**config.mk**
```make
export PLATFORM = sky130hd
export DESIGN_NAME = gcd_job_arbiter
export DESIGN_NICKNAME = d
export VERILOG_FILES = /design/src/rtl/gcd_job_arbiter.sv
export SDC_FILE = /design/constraint.sdc
export NUM_CORES = 1
export LEC_CHECK = 0
export ABC_AREA = 1
export BUFFER_PORTS_ARGS = -buffer_cell sky130_fd_sc_hd__buf_2
export CAP_MARGIN = 20
export CORE_AREA = 2 2 106 108
export DETAILED_ROUTE_END_ITERATION = 10
export DIE_AREA = 0 0 108 110
export GPL_ROUTABILITY_DRIVEN = 0
export PLACE_DENSITY_LB_ADDON = 0.05
export SLEW_MARGIN = 20
export SYNTH_ARGS = -nofsm -noshare
export SYNTH_HDL_FRONTEND = slang
export SYNTH_SLANG_ARGS = --single-unit
```
**constraint.sdc**
```tcl
create_clock -name clk -period 2.9 [get_ports clk]
set_input_delay 0.29 -clock clk [delete_from_list [all_inputs] [get_ports clk]]
set_output_delay 0.29 -clock clk [all_outputs]
set_load 0.02 [all_outputs]
```
**src/rtl/gcd_job_arbiter.sv**
```systemverilog
// Round-robin front end that shares one GCD engine between NREQ requesters.
// Zero operands bypass the engine; a timeout aborts a job whose engine never reports done.
module gcd_job_arbiter #(
    parameter int NREQ    = 4,
    parameter int W       = 16,
    parameter int TIMEOUT = 1024,
    parameter int TO_W    = 11
) (
    input  logic              clk,
    input  logic              rst_n,
    input  logic [NREQ-1:0]   req,
    input  logic [NREQ*W-1:0] req_a,
    input  logic [NREQ*W-1:0] req_b,
    output logic [NREQ-1:0]   gnt,
    output logic [NREQ-1:0]   rsp_valid,
    input  logic [NREQ-1:0]   rsp_ready,
    output logic [W-1:0]      rsp_data,
    output logic              rsp_err,
    output logic              busy,
    output logic [W-1:0]      eng_a,
    output logic [W-1:0]      eng_b,
    output logic              eng_start,
    input  logic              eng_done,
    input  logic [W-1:0]      eng_result
);

    localparam int PW = (NREQ > 1) ? $clog2(NREQ) : 1;

    typedef enum logic [2:0] {
        S_IDLE,
        S_START,
        S_MASK,
        S_WAIT,
        S_RESP
    } state_t;

    state_t            state_reg, state_next;
    logic [PW-1:0]     ptr_reg, ptr_next;
    logic [PW-1:0]     owner_reg, owner_next;
    logic [NREQ-1:0]   gnt_reg, gnt_next;
    logic [NREQ-1:0]   rsp_valid_reg, rsp_valid_next;
    logic [W-1:0]      rsp_data_reg, rsp_data_next;
    logic              rsp_err_reg, rsp_err_next;
    logic              busy_reg, busy_next;
    logic [W-1:0]      eng_a_reg, eng_a_next;
    logic [W-1:0]      eng_b_reg, eng_b_next;
    logic              eng_start_reg, eng_start_next;
    logic [TO_W-1:0]   tcnt_reg, tcnt_next;

    logic [W-1:0]      op_a [NREQ];
    logic [W-1:0]      op_b [NREQ];
    logic              win_found;
    logic [PW-1:0]     win_idx;

    genvar gi;
    generate
        for (gi = 0; gi < NREQ; gi++) begin : g_unpack
            assign op_a[gi] = req_a[gi*W +: W];
            assign op_b[gi] = req_b[gi*W +: W];
        end
    endgenerate

    // Index arithmetic modulo NREQ, which need not be a power of two.
    function automatic logic [PW-1:0] wrap_add(input logic [PW-1:0] base, input int k);
        int s;
        s = int'(base) + k;
        if (s >= NREQ) s = s - NREQ;
        return PW'(s);
    endfunction

    function automatic logic [NREQ-1:0] onehot(input logic [PW-1:0] i);
        logic [NREQ-1:0] v;
        v    = '0;
        v[i] = 1'b1;
        return v;
    endfunction

    // First pending request at or after the round-robin pointer.
    always_comb begin
        win_found = 1'b0;
        win_idx   = '0;
        for (int k = 0; k < NREQ; k++) begin
            if (!win_found && req[wrap_add(ptr_reg, k)]) begin
                win_found = 1'b1;
                win_idx   = wrap_add(ptr_reg, k);
            end
        end
    end

    always_comb begin
        state_next     = state_reg;
        ptr_next       = ptr_reg;
        owner_next     = owner_reg;
        gnt_next       = '0;
        rsp_valid_next = rsp_valid_reg;
        rsp_data_next  = rsp_data_reg;
        rsp_err_next   = rsp_err_reg;
        eng_a_next     = eng_a_reg;
        eng_b_next     = eng_b_reg;
        eng_start_next = 1'b0;
        tcnt_next      = tcnt_reg;

        case (state_reg)
            S_IDLE: begin
                if (win_found) begin
                    gnt_next   = onehot(win_idx);
                    eng_a_next = op_a[win_idx];
                    eng_b_next = op_b[win_idx];
                    owner_next = win_idx;
                    if (op_a[win_idx] == '0 || op_b[win_idx] == '0) begin
                        rsp_data_next  = op_a[win_idx] | op_b[win_idx];
                        rsp_err_next   = 1'b0;
                        rsp_valid_next = onehot(win_idx);
                        state_next     = S_RESP;
                    end else begin
                        state_next = S_START;
                    end
                end
            end
            S_START: begin
                eng_start_next = 1'b1;
                tcnt_next      = '0;
                state_next     = S_MASK;
            end
            // The engine sees start only at the end of this cycle, so done may still be stale here.
            S_MASK: begin
                state_next = S_WAIT;
            end
            S_WAIT: begin
                if (eng_done) begin
                    rsp_data_next  = eng_result;
                    rsp_err_next   = 1'b0;
                    rsp_valid_next = onehot(owner_reg);
                    state_next     = S_RESP;
                end else if (tcnt_reg == TO_W'(TIMEOUT - 1)) begin
                    rsp_data_next  = '0;
                    rsp_err_next   = 1'b1;
                    rsp_valid_next = onehot(owner_reg);
                    state_next     = S_RESP;
                end else begin
                    tcnt_next = tcnt_reg + 1'b1;
                end
            end
            S_RESP: begin
                if (rsp_ready[owner_reg]) begin
                    rsp_valid_next = '0;
                    ptr_next       = wrap_add(owner_reg, 1);
                    state_next     = S_IDLE;
                end
            end
            default: begin
                state_next = S_IDLE;
            end
        endcase

        busy_next = (state_next != S_IDLE);
    end

    always_ff @(posedge clk or negedge rst_n) begin
        if (!rst_n) begin
            state_reg     <= S_IDLE;
            ptr_reg       <= '0;
            owner_reg     <= '0;
            gnt_reg       <= '0;
            rsp_valid_reg <= '0;
            rsp_data_reg  <= '0;
            rsp_err_reg   <= 1'b0;
            busy_reg      <= 1'b0;
            eng_a_reg     <= '0;
            eng_b_reg     <= '0;
            eng_start_reg <= 1'b0;
            tcnt_reg      <= '0;
        end else begin
            state_reg     <= state_next;
            ptr_reg       <= ptr_next;
            owner_reg     <= owner_next;
            gnt_reg       <= gnt_next;
            rsp_valid_reg <= rsp_valid_next;
            rsp_data_reg  <= rsp_data_next;
            rsp_err_reg   <= rsp_err_next;
            busy_reg      <= busy_next;
            eng_a_reg     <= eng_a_next;
            eng_b_reg     <= eng_b_next;
            eng_start_reg <= eng_start_next;
            tcnt_reg      <= tcnt_next;
        end
    end

    assign gnt       = gnt_reg;
    assign rsp_valid = rsp_valid_reg;
    assign rsp_data  = rsp_data_reg;
    assign rsp_err   = rsp_err_reg;
    assign busy      = busy_reg;
    assign eng_a     = eng_a_reg;
    assign eng_b     = eng_b_reg;
    assign eng_start = eng_start_reg;

endmodule
```
==> flow_summary.toml <==
[status]
outcome = "finished, final reports clean"

[global_routing]
grt_pass1_vias = 5523
grt-ovfl-total = 0
grt_util_met1_pct = 39.15
busiest_layer = "met2"
grt_max_degree = 78
grt_use_total_pct = 29.09
antenna_found_initial = 1
grt_pass1_wl_mm = 26.89
met3_usage_pct = 5.996
use_met2_pct = 47.35

[worst_setup_path]
arrival_ns = 3.14
r2r_start = "ptr_reg[0]"
path_class = "register to register"
endpoint_kind = "register"
setup.worst_path.start_class = "register"
r2r_cells = 22
rrSetupSlack_ns = 0.06
rr_endpoint = "rsp_data[0]"
crit_fanout = 24
cp.required_ns = 3.20

[floorplanning]
initial_utilization_pct = 48.26
die_height_um = 110
die_w_um = 108
dieArea_mm2 = 0.01188
rows = 38
design.portCount = 214
core-area_mm2 = 0.01070

[logic_synthesis]
synth_edf_count = 0
synthCells = 801
synthArstFlopShare_pct = 100.0
synth_cell_types = 33
avgSynthCellArea_um2 = 6.445
synth_warnings = 0
ys_seq_area_share_pct = 37.32
syn-cell-area_mm2 = 0.005162
synth_common_cells = "nand2_1, dfrtp_1, nor2_1"
synthTopCellsByArea = "dfrtp_1, nand2_1, nand4_1, nor2_1, nand3_1"
synth-main-ff-cell = "dfrtp_1"
yosys.area.top_type_share_pct = 37.32
ys_ff_latch = 77
synth.most_common_cell = "nand2_1"
synth.net_count = 961
yosys.area.top_type = "dfrtp_1"

[placement]
placed_area_mm2 = 0.006427
hpwlAfterDp_mm = 13.06
port_buffers = 213

[sta]
relSlewSlack_pct = 54.34
slew_violations = 0
post-route-period-util_pct = 97.98
worstMarginPinSlew_ns = 0.6849
setup_viol = 0
fmax_ghz = 0.3519
hold_violations = 0
min_period_ns = 2.841
finClkSkew_ns = 0.01350
rsz0062_at_grt = "yes"

[pwr]
p_sw_share_pct = 55.82
p_per_area_mw_per_mm2 = 1580
switching_power_mw = 5.973
power_leakage_nw = 3.793
ir_drop_uv = 1314
power_frac_seq_pct = 17.4
pwr-share-clk_pct = 9.6
power_frac_comb_pct = 72.9
internal_power_mw = 4.726

[min_path]
hold_path_depth = 5
hp-start = "req_b[38]"
min_path_type = "primary input to register"
whs_endpoint = "eng_b[6]"

[clock_tree]
cts_tree = "built"
cts_root_buffer = "clkbuf_8"
htreeDepth = 3
path_clk_slew_ns = 0.08
numCtsBuffers = 9
clkSinkCount = 77
cts.path.max_buffers = 2
insertion_delay_ns = 0.36

[layout]
area_growth_pct = 31.17
drive_gt1_share_pct = 27.67
antenna_cells = 0
final_nets = 1167
seq_area_mm2 = 0.001928
fillers = 1067
fin_util_pct = 63.30
finalInstanceArea_mm2 = 0.006771
multiInputGateArea_mm2 = 0.002914

[detailed_routing]
wirelength_mm = 16.95
vias = 5976
first_iter_violations = 321
detail_route.wl_per_cell_um = 14.71
drt-vias-per-instance = 5.188
final_antenna_net_count = 0
dr.pass1.iters = 5
drc_errors = 0

[run]
maxCapViolations = 0
## cells by family (layout without fill, tap and decap cells)
group           count (synthesis)  after routing  synth area share (%)
simple gates                  564            564                 45.83
buf+inv                        79            290                 7.004
flops                          77             77                 37.32
compound gates                 74             74                 8.289
fa+ha+maj                       5              5                 1.212
xor+xnor                        2              2                0.3394
## worst max-delay path: stages, from the launching register on
cell and delay, ns:
dfrtp_2 0.47, buf_4 0.17, nand2_1 0.05, nand2_1 0.10
nand2_1 0.09, nand2_1 0.08, nor2_4 0.14, nand3_4 0.10
buf_4 0.24, nand4_1 0.12, nand2_1 0.07, nand2_1 0.10
nand2_1 0.09, nor2_1 0.11, nand2_1 0.05, nor2_1 0.12
nand2_1 0.07, nand2_2 0.09, nand2_2 0.07, nand2_4 0.13
buf_12 0.14, nand3_1 0.08, nand2_1 0.08
## cell type report
cell class / count / area share (%)
multi-input cells: 645 / 43.03
repair buffers: 240 / 20.27
clock inverters: 5 / 1.589
clock buffers: 11 / 2.088
inverters: 34 / 1.959
well taps: 140 / 2.587
flip-flops and latches: 77 / 28.47
## through the flow
| step | total power [mW] | instances | hold slack (ns) | setup slack, ns | TNS [ns] |
|---|---|---|---|---|---|
| after floorplan | 7.122 | 801 | -0.005591 | 0.3005 | 0 |
| final | 10.70 | 1152 | 0.2903 | 0.05856 | 0 |
| after detailed placement | 9.496 | 1132 | 0.4575 | -0.02679 | -0.1080 |
| after global placement | 9.467 | 1132 | 0.4540 | 0.01872 | 0 |
| after CTS | 10.55 | 1148 | 0.1362 | 0.03304 | 0 |
| after global routing | 11.70 | 1152 | 0.3080 | -0.1943 | -3.491 |
## worst max path at each step
stage | start | endpoint | slack (ns)
after global placement | ptr_reg[0] | rsp_data[1] | 0.02
after detailed placement | ptr_reg[0] | rsp_data[0] | -0.03
after global routing | ptr_reg[0] | rsp_data[14] | -0.19
after floorplan | ptr_reg[0] | rsp_err | 0.30
final | ptr_reg[0] | rsp_data[0] | 0.06
after CTS | ptr_reg[0] | rsp_data[0] | 0.03
## power groups by stage
stage	Combinational, mW	Sequential (mW)	Clock (mW)
after floorplan	4.80	2.32	0
after global placement	7.58	1.88	0
after detailed placement	7.61	1.89	0
after CTS	7.64	1.87	1.04
after global routing	8.70	1.92	1.08
final	7.80	1.87	1.03
## repair_timing
item | 4_1_cts | 5_1_grt
pin swaps | 0 | 0
setup buffers | 0 | 2
resized for setup | 3 | 11
hold buffers | 0 | 1
hold endpoints to repair | 0 | 23
setup endpoints to repair | 21 | 23
## layout by cell type, fill, tap and decap left out, types with 2 or more instances in the layout
master | netlist | routed
inv_1 | 28 | 28
nand3_4 | 2 | 2
a31oi_1 | 33 | 33
nand3b_1 | 2 | 2
clkinv_4 | 0 | 2
nor3_1 | 5 | 4
ha_1 | 5 | 5
dfrtp_1 | 77 | 76
buf_2 | 14 | 212
nand4_1 | 43 | 43
a21oi_1 | 9 | 9
o31ai_1 | 2 | 2
buf_12 | 0 | 6
bufinv_16 | 0 | 3
nor2_1 | 71 | 68
nand2_1 | 384 | 378
inv_2 | 4 | 3
nand3_1 | 49 | 49
o21ai_0 | 26 | 26
nor2_2 | 0 | 3
clkbuf_8 | 0 | 10
buf_4 | 4 | 19
inv_4 | 1 | 2
nand2_2 | 3 | 9
## per-layer routing
layer  wire [um]  share of wire [%]
met1        7479                 44
met2        7784                 46
met3        1339                7.9
met4         348                2.1
met5           0                  0
Power figures use the tool's default switching activity.
